--- src/rtl/mtr_pkg.sv ---
// Shared types and constants for the motor gate driver: coil select encoding,
// PWM geometry, dead-time FSM states and the coil-select to gate-request decode.
package mtr_pkg;

  typedef enum logic [1:0] {
    HIGH_Z    = 2'b00,
    REV_CURR  = 2'b01,
    FRWD_CURR = 2'b10,
    BRAKING   = 2'b11
  } coil_sel_t;

  typedef enum logic {
    HOLD_OFF = 1'b0,
    PASS     = 1'b1
  } dt_state_t;

  localparam int PWM_W      = 11;
  localparam int PWM_PERIOD = 2048;

  // Returns the requested {high, low} gate pair for one phase.
  function automatic logic [1:0] gate_req(input coil_sel_t sel, input logic pwm);
    case (sel)
      FRWD_CURR: gate_req = {pwm, ~pwm};
      REV_CURR:  gate_req = {~pwm, pwm};
      BRAKING:   gate_req = {1'b0, pwm};
      default:   gate_req = 2'b00;
    endcase
  endfunction

endpackage

--- src/rtl/nonoverlap.sv ---
// Per-phase dead-time inserter: any change in the requested gate pair forces both
// FETs off for DEAD_TIME cycles before the new request is passed through.
module nonoverlap
  import mtr_pkg::*;
#(
  parameter int DEAD_TIME = 32
) (
  input  logic clk,
  input  logic rst,
  input  logic highIn,
  input  logic lowIn,
  output logic highOut,
  output logic lowOut
);

  localparam logic [7:0] DCNT_LAST = 8'(DEAD_TIME - 1);

  dt_state_t  state, state_next;
  logic [7:0] dcnt, dcnt_next;
  logic [1:0] req, req_q;
  logic       changed, gate_en;
  logic       high_next, low_next;

  assign req     = {highIn, lowIn};
  assign changed = (req != req_q);

  always_ff @(posedge clk or posedge rst) begin
    if (rst) begin
      state   <= HOLD_OFF;
      dcnt    <= '0;
      req_q   <= '0;
      highOut <= 1'b0;
      lowOut  <= 1'b0;
    end else begin
      state   <= state_next;
      dcnt    <= dcnt_next;
      req_q   <= req;
      highOut <= high_next;
      lowOut  <= low_next;
    end
  end

  // The cycle that completes the hold window already passes the request, so the
  // outputs are dark for exactly DEAD_TIME cycles after a change.
  always_comb begin
    state_next = state;
    dcnt_next  = dcnt;
    gate_en    = 1'b0;
    if (changed) begin
      state_next = HOLD_OFF;
      dcnt_next  = '0;
    end else if (state == HOLD_OFF) begin
      if (dcnt == DCNT_LAST) begin
        state_next = PASS;
        gate_en    = 1'b1;
      end else begin
        dcnt_next = dcnt + 8'd1;
      end
    end else begin
      gate_en = 1'b1;
    end
    // An illegal hi=lo=1 request never reaches the FETs.
    high_next = gate_en & highIn & ~lowIn;
    low_next  = gate_en & lowIn & ~highIn;
  end

endmodule

--- src/rtl/mtr_drv.sv ---
// Motor power-stage driver: 2048-cycle PWM with period-aligned duty latch,
// per-phase coil-select decode and dead-time protected gate outputs.
module mtr_drv
  import mtr_pkg::*;
#(
  parameter int DEAD_TIME = 32
) (
  input  logic             clk,
  input  logic             rst,
  input  logic [PWM_W-1:0] duty,
  input  logic [1:0]       selGrn,
  input  logic [1:0]       selYlw,
  input  logic [1:0]       selBlu,
  output logic             PWM_synch,
  output logic             highGrn,
  output logic             lowGrn,
  output logic             highYlw,
  output logic             lowYlw,
  output logic             highBlu,
  output logic             lowBlu
);

  localparam logic [PWM_W-1:0] CNT_LAST = PWM_W'(PWM_PERIOD - 1);

  logic [PWM_W-1:0] cnt, cnt_next;
  logic [PWM_W-1:0] duty_q, duty_q_next;
  logic             pwm_sig;
  logic [1:0]       req_grn, req_ylw, req_blu;

  assign cnt_next    = cnt + PWM_W'(1);
  assign duty_q_next = (cnt == CNT_LAST) ? duty : duty_q;

  // PWM_sig and PWM_synch are computed from next-state values so they line up
  // with the counter value they describe.
  always_ff @(posedge clk or posedge rst) begin
    if (rst) begin
      cnt       <= '0;
      duty_q    <= '0;
      pwm_sig   <= 1'b0;
      PWM_synch <= 1'b0;
    end else begin
      cnt       <= cnt_next;
      duty_q    <= duty_q_next;
      pwm_sig   <= (cnt_next < duty_q_next);
      PWM_synch <= (cnt_next == '0);
    end
  end

  assign req_grn = gate_req(coil_sel_t'(selGrn), pwm_sig);
  assign req_ylw = gate_req(coil_sel_t'(selYlw), pwm_sig);
  assign req_blu = gate_req(coil_sel_t'(selBlu), pwm_sig);

  nonoverlap #(.DEAD_TIME(DEAD_TIME)) u_grn (
    .clk    (clk),
    .rst    (rst),
    .highIn (req_grn[1]),
    .lowIn  (req_grn[0]),
    .highOut(highGrn),
    .lowOut (lowGrn)
  );

  nonoverlap #(.DEAD_TIME(DEAD_TIME)) u_ylw (
    .clk    (clk),
    .rst    (rst),
    .highIn (req_ylw[1]),
    .lowIn  (req_ylw[0]),
    .highOut(highYlw),
    .lowOut (lowYlw)
  );

  nonoverlap #(.DEAD_TIME(DEAD_TIME)) u_blu (
    .clk    (clk),
    .rst    (rst),
    .highIn (req_blu[1]),
    .lowIn  (req_blu[0]),
    .highOut(highBlu),
    .lowOut (lowBlu)
  );

endmodule

--- config.mk ---
export PLATFORM = sky130hd
export DESIGN_NAME = mtr_drv
export DESIGN_NICKNAME = d
export VERILOG_FILES = /design/src/rtl/mtr_pkg.sv /design/src/rtl/nonoverlap.sv /design/src/rtl/mtr_drv.sv
export SDC_FILE = /design/constraint.sdc
export NUM_CORES = 1
export LEC_CHECK = 0
export BUFFER_PORTS_ARGS = -buffer_cell sky130_fd_sc_hd__clkbuf_2
export CAP_MARGIN = 20
export CORE_MARGIN = 2
export CORE_UTILIZATION = 60
export DETAILED_ROUTE_END_ITERATION = 10
export GPL_ROUTABILITY_DRIVEN = 1
export PLACE_DENSITY = 0.88
export SLEW_MARGIN = 30
export SYNTH_ARGS = -nofsm -noshare
export SYNTH_HDL_FRONTEND = slang
export SYNTH_HIERARCHICAL = 1
export SYNTH_SLANG_ARGS = --single-unit
--- constraint.sdc ---
create_clock -name clk -period 5.59 [get_ports clk]
set_input_delay 0.8385 -clock clk [delete_from_list [all_inputs] [get_ports clk]]
set_output_delay 0.8385 -clock clk [all_outputs]
set_load 0.1 [all_outputs]
# After elaboration in Yosys (flattened, before gate mapping)
# Cells that the tools add are included.
[totals]
reg_bits = 63
in_bits = 19
output_inout_bits = 7
[op_classes]
n_reduce_logical = 4
n_eq_ne = 22
addsub = 4
mux = 22
bitwise_logic = 19
n_lt_le_gt_ge = 1
[ops]
columns = ["cell", "n"]
rows = [
  ["$mux W8", 9],
  ["$add A8 B1 Y8 const B", 3],
  ["$eq A8 B5 Y1 const B", 3],
  ["$pmux W2 S3", 3],
  ["$and A1 B1 Y1", 12],
  ["$eq A2 B2 Y1 const B", 6],
  ["$add A11 B1 Y11 const B", 1],
  ["$eq A11 B11 Y1 const B", 1],
  ["$logic_not A11 Y1", 1],
  ["$lt A11 B11 Y1", 1],
  ["$mux W11", 1],
  ["$mux W1", 9],
  ["$not A1 Y1", 7],
  ["$eq A2 B1 Y1 const B", 3],
  ["$ne A2 B1 Y1 const B", 3],
  ["$ne A2 B2 Y1", 3],
  ["$ne A2 B2 Y1 const B", 3],
  ["$reduce_and A2 Y1", 3],
]

# Depth between registers and ports, before layout
[depth]
ltp_word = 6
mapped_depth = 10
depth_no_buf = 10

# Cells and area by module
# The synthesis kept the hierarchy.
[by_module_without_submodules]
columns = ["module", "instances", "cells_each", "seq_area_each_um2", "area_per_inst_um2"]
rows = [
  ["nonoverlap", 3, 56, 325.3, 671.9],
  ["mtr_drv", 1, 135, 600.6, 1372.6],
]

# Worst setup path before layout
# Ideal clock, no wire load.
[synth_timing]
path_kind = "flip-flop to flip-flop"
from = "reg cnt[0]"
to = "reg pwm_sig"
path_buffers = 0
path_slack_ps = 3071
arrival_ps = 2454
stages_incl_launch_ff = 11
setup_ps = 65
synth_period_minus_slack_ps = 2519
path_cell_list = "dfrtp_1 -> ha_1 -> nand4_1 -> nor4_4 -> mux2_2 -> inv_1 -> ha_1 -> a21o_1 -> a21o_1 -> a221oi_1 -> o21a_1"
[synth_between]
elab_chain_len = 3
word_cells_on_any_way = 4
classes_between = "add/sub: 1; order compare: 1; eq/ne: 1; mux: 1"
[synth_rtl]
columns = ["element", "line", "rtl"]
rows = [
  ["start: declaration", "mtr_drv.sv:25", "logic [PWM_W-1:0] cnt, cnt_next;"],
  ["start signal: assignment", "mtr_drv.sv:42", "cnt <= cnt_next;"],
  ["$eq A11 B11 Y1", "mtr_drv.sv:31", "assign duty_q_next = (cnt == CNT_LAST) ? duty : duty_q;"],
  ["$mux W11", "mtr_drv.sv:31", ""],
  ["via duty_q_next[8]", "mtr_drv.sv:26", "logic [PWM_W-1:0] duty_q, duty_q_next;"],
  ["$lt A11 B11 Y1", "mtr_drv.sv:44", "pwm_sig <= (cnt_next < duty_q_next);"],
  ["end signal: assignment", "mtr_drv.sv:44", ""],
  ["end: declaration", "mtr_drv.sv:27", "logic pwm_sig;"],
]
# The timed path passes the listed nets, and every way through them passes these cells.
# A chain may end at the register's enable or synchronous reset.

# Worst setup path in the final report
# Ends and elaborated chain as after synthesis.

==> impl_metrics.ini <==
[run_status]
outcome = finished, final reports clean

[yosys]
syn-num-nets = 336
synth_warnings = 6
synth_seq_cells = 63
ys_types = 42
synth_cells = 303
synth_area_um2 = 3390
synth_edf_count = 0
syn_avg_cell_area_um2 = 11.2
async_flop_share_pct = 100
synth_top_flop_cell = dfrtp_1
netlist_top_cells_area = dfrtp_1 47%, mux2i_1 6.2%, ha_1 5.2%
synth.top_cell.area_share_pct = 46.5
synth_top_cell_by_area = dfrtp_1
yosysSeqAreaShare_pct = 46.5

[clocking]
ctsHoldBuffers = 0
cts_buffer_depth = 2
cts.sinks = 63
postCtsSetupBuffers = 0
cts_tree = done
clkTransAtPathRegs_ns = 0.07
postCtsResizedCells = 0
cts_root_buf = clkbuf_8
clk_latency_ns = 0.34
htree_levels = 3
cts_inserted_buffers = 9

[route]
drt_iter0_drc = 134
antenna_left = 0
viasPerCell = 5.92
routed_wl_mm = 6.28
avgRoutedWirePerCell_um = 15.2
num_vias = 2443
drc = 0
firstDrtPassIters = 4

[worst_setup_path]
arrival_ns = 3.56
crit_start = cnt[0]$_DFF_PP0_
worst_r2r_startpoint = cnt[0]$_DFF_PP0_
end_kind = flop
critical_path_class = reg -> reg
cp_max_fo = 12
required_ns = 5.87
start_kind = flop
r2r_cells = 10

[die]
fp.dieW_um = 79.1
io-pin-count = 26
initial_utilization_pct = 61.9
die_h_um = 79.1
std_cell_rows = 27
core-area_um2 = 5470
dieArea_um2 = 6260

[sta]
setup-tns-final_ns = 0
tightestPinTransition_ns = 0.939
max_freq_mhz = 305
fin_crit_ns = 3.28
drv_slew = 0
rsz0062_at_grt = false
hold_viol_final = 0
max_slew_margin_pct = 36.9
final.setup_skew_ns = 0.00963
timing.final.crit_share_pct = 58.7
setup_violations = 0

[worst_hold_path]
hp-start = duty_q[2]$_DFF_PP0_
hold_path_depth = 2
holdCritPathClass = reg -> reg

[layout]
fillerInstances = 385
seqCellArea_um2 = 1580
drive_gt1_share_pct = 20.5
area.growth.synth_to_final_pct = 12.4
diodes = 0
multi_input_area_um2 = 1680
final_nets = 369
instances_no_fill = 413

[grt]
grt-ovfl-total = 0
grt_pass1_vias = 2422
antenna_found_initial = 0
grt_max_degree = 25
grt_usage_pct = 23.0
grt_pass1_wl_mm = 11.1

[power]
power_density_nw_per_um2 = 262
p_leak_nw = 1.88
ir_drop_mv = 0.257

[run]
cap_viol_max_count = 0

[placement]
port_buffers = 25
place.gp.congestion = 0.832
dp.cells = 397
dp_hpwl_mm = 4.51
## synth_stat cells, types with 2 or more instances
library cell and number:
dfrtp_1 63, inv_1 29, mux2i_1 21, nand2_1 18
nand3_1 18, ha_1 14, a21oi_1 12, o21ai_0 11
or3_1 10, a211oi_1 9, nand3b_1 9, nand4_1 9
nor2_1 7, nor3_1 7, nor4b_2 6, xnor2_2 6
nor4_1 5, xnor2_1 5, nand2b_1 4, a21oi_4 3
a31oi_1 3, a41oi_1 3, and4_4 3, nand2_2 3
nand4b_4 3, nor3_4 3, xor2_1 3, a21o_1 2
## layer usage
layer,up-vias,GRT usage (%),part of all wire [%]
met5,-,0,0
met2,55,37.3,50
met1,1188,29.9,44
li1,1184,-,-
met4,0,10.9,2.7
met3,16,4.43,3.5
## final timing paths
kind	to	slack, ns
max	pwm_sig$_DFF_PP0_	2.31
min	duty_q[2]$_DFF_PP0_	0.49
max reg2reg	pwm_sig$_DFF_PP0_	2.31
min reg2reg	duty_q[2]$_DFF_PP0_	0.49
max in group asynchronous	u_blu/dcnt[1]$_DFFE_PP0P_	4.68
min in group asynchronous	u_grn/req_q[0]$_DFF_PP0_	0.55
## cells in the final DEF (no fill, tap or decap), types with 4 or more instances in the layout
cell type / count
nand3b_1: 9
clkbuf_2: 25
nor2_1: 7
dfrtp_1: 63
nor3_1: 7
nor4_1: 5
xnor2_2: 6
nand2b_1: 4
a21oi_1: 12
nor4b_2: 6
o21ai_0: 11
clkbuf_8: 11
nand3_1: 18
mux2i_1: 21
ha_1: 14
a211oi_1: 9
xnor2_1: 5
nand4_1: 9
inv_1: 28
or3_1: 10
nand2_1: 18
## flip-flops by register name, summed over array words and instances (netlist names), 2 cells and up
name	flops
u_ylw/dcnt	8
u_grn/dcnt	8
u_blu/req_q	2
duty_q	11
u_blu/dcnt	8
u_ylw/req_q	2
u_grn/req_q	2
cnt	11
## cells by family (layout without fill, tap and decap cells)
logic type                 count (synthesis)  count (layout)  synth area share (%)
DFF                                       63              63                  46.5
muxes                                     23              23                  6.87
buffers and inverters                     32              70                  3.80
and+or+nand+nor                          108             108                  22.6
adders and majority gates                 14              14                  5.17
AOI/OAI and AO/OA                         49              49                  10.1
xor gates and xnor gates                  14              14                  4.95
## power breakdown
part	internal, mW	switching, mW	leakage, nW
Combinational	0.0252	0.0429	0.914
Sequential	0.466	0.0149	0.854
Clock	0.275	0.175	0.114
## worst max-delay path, cell delays in order, from the launching register on
cell      delay (ns)
dfrtp_1         0.48
ha_1            0.29
nand4_1         0.18
nor4_4          0.74
mux2_2          0.43
inv_1           0.06
ha_1            0.24
a21o_1          0.18
a21o_1          0.17
a221oi_1        0.29
o21a_1          0.16
## per-stage QoR
stage / setup WS [ns] / total power [mW] / util (%) / hold slack (ns) / cell area [µm²]
3_5_place_dp: 2.34 / 0.558 / 65.5 / 0.476 / 3580
3_3_place_gp: 2.46 / 0.554 / 65.5 / 0.472 / 3580
6_report: 2.31 / 0.999 / 69.6 / 0.490 / 3810
2_1_floorplan: 3.07 / 0.536 / - / 0.452 / 3390
4_1_cts: 2.31 / 1.01 / 69.6 / 0.494 / 3810
5_1_grt: 2.16 / 1.04 / 69.6 / 0.514 / 3810
## cell type report
cell class              instances  area share, %
clock buffers                  13           4.17
clock inverters                 3           1.71
inverters                      29           2.86
multi-input cells             208           44.2
flip-flops and latches         63           41.4
well taps                      72           2.37
repair buffers                 25           3.29
Note: power is estimated with default switching activity, not from simulation.
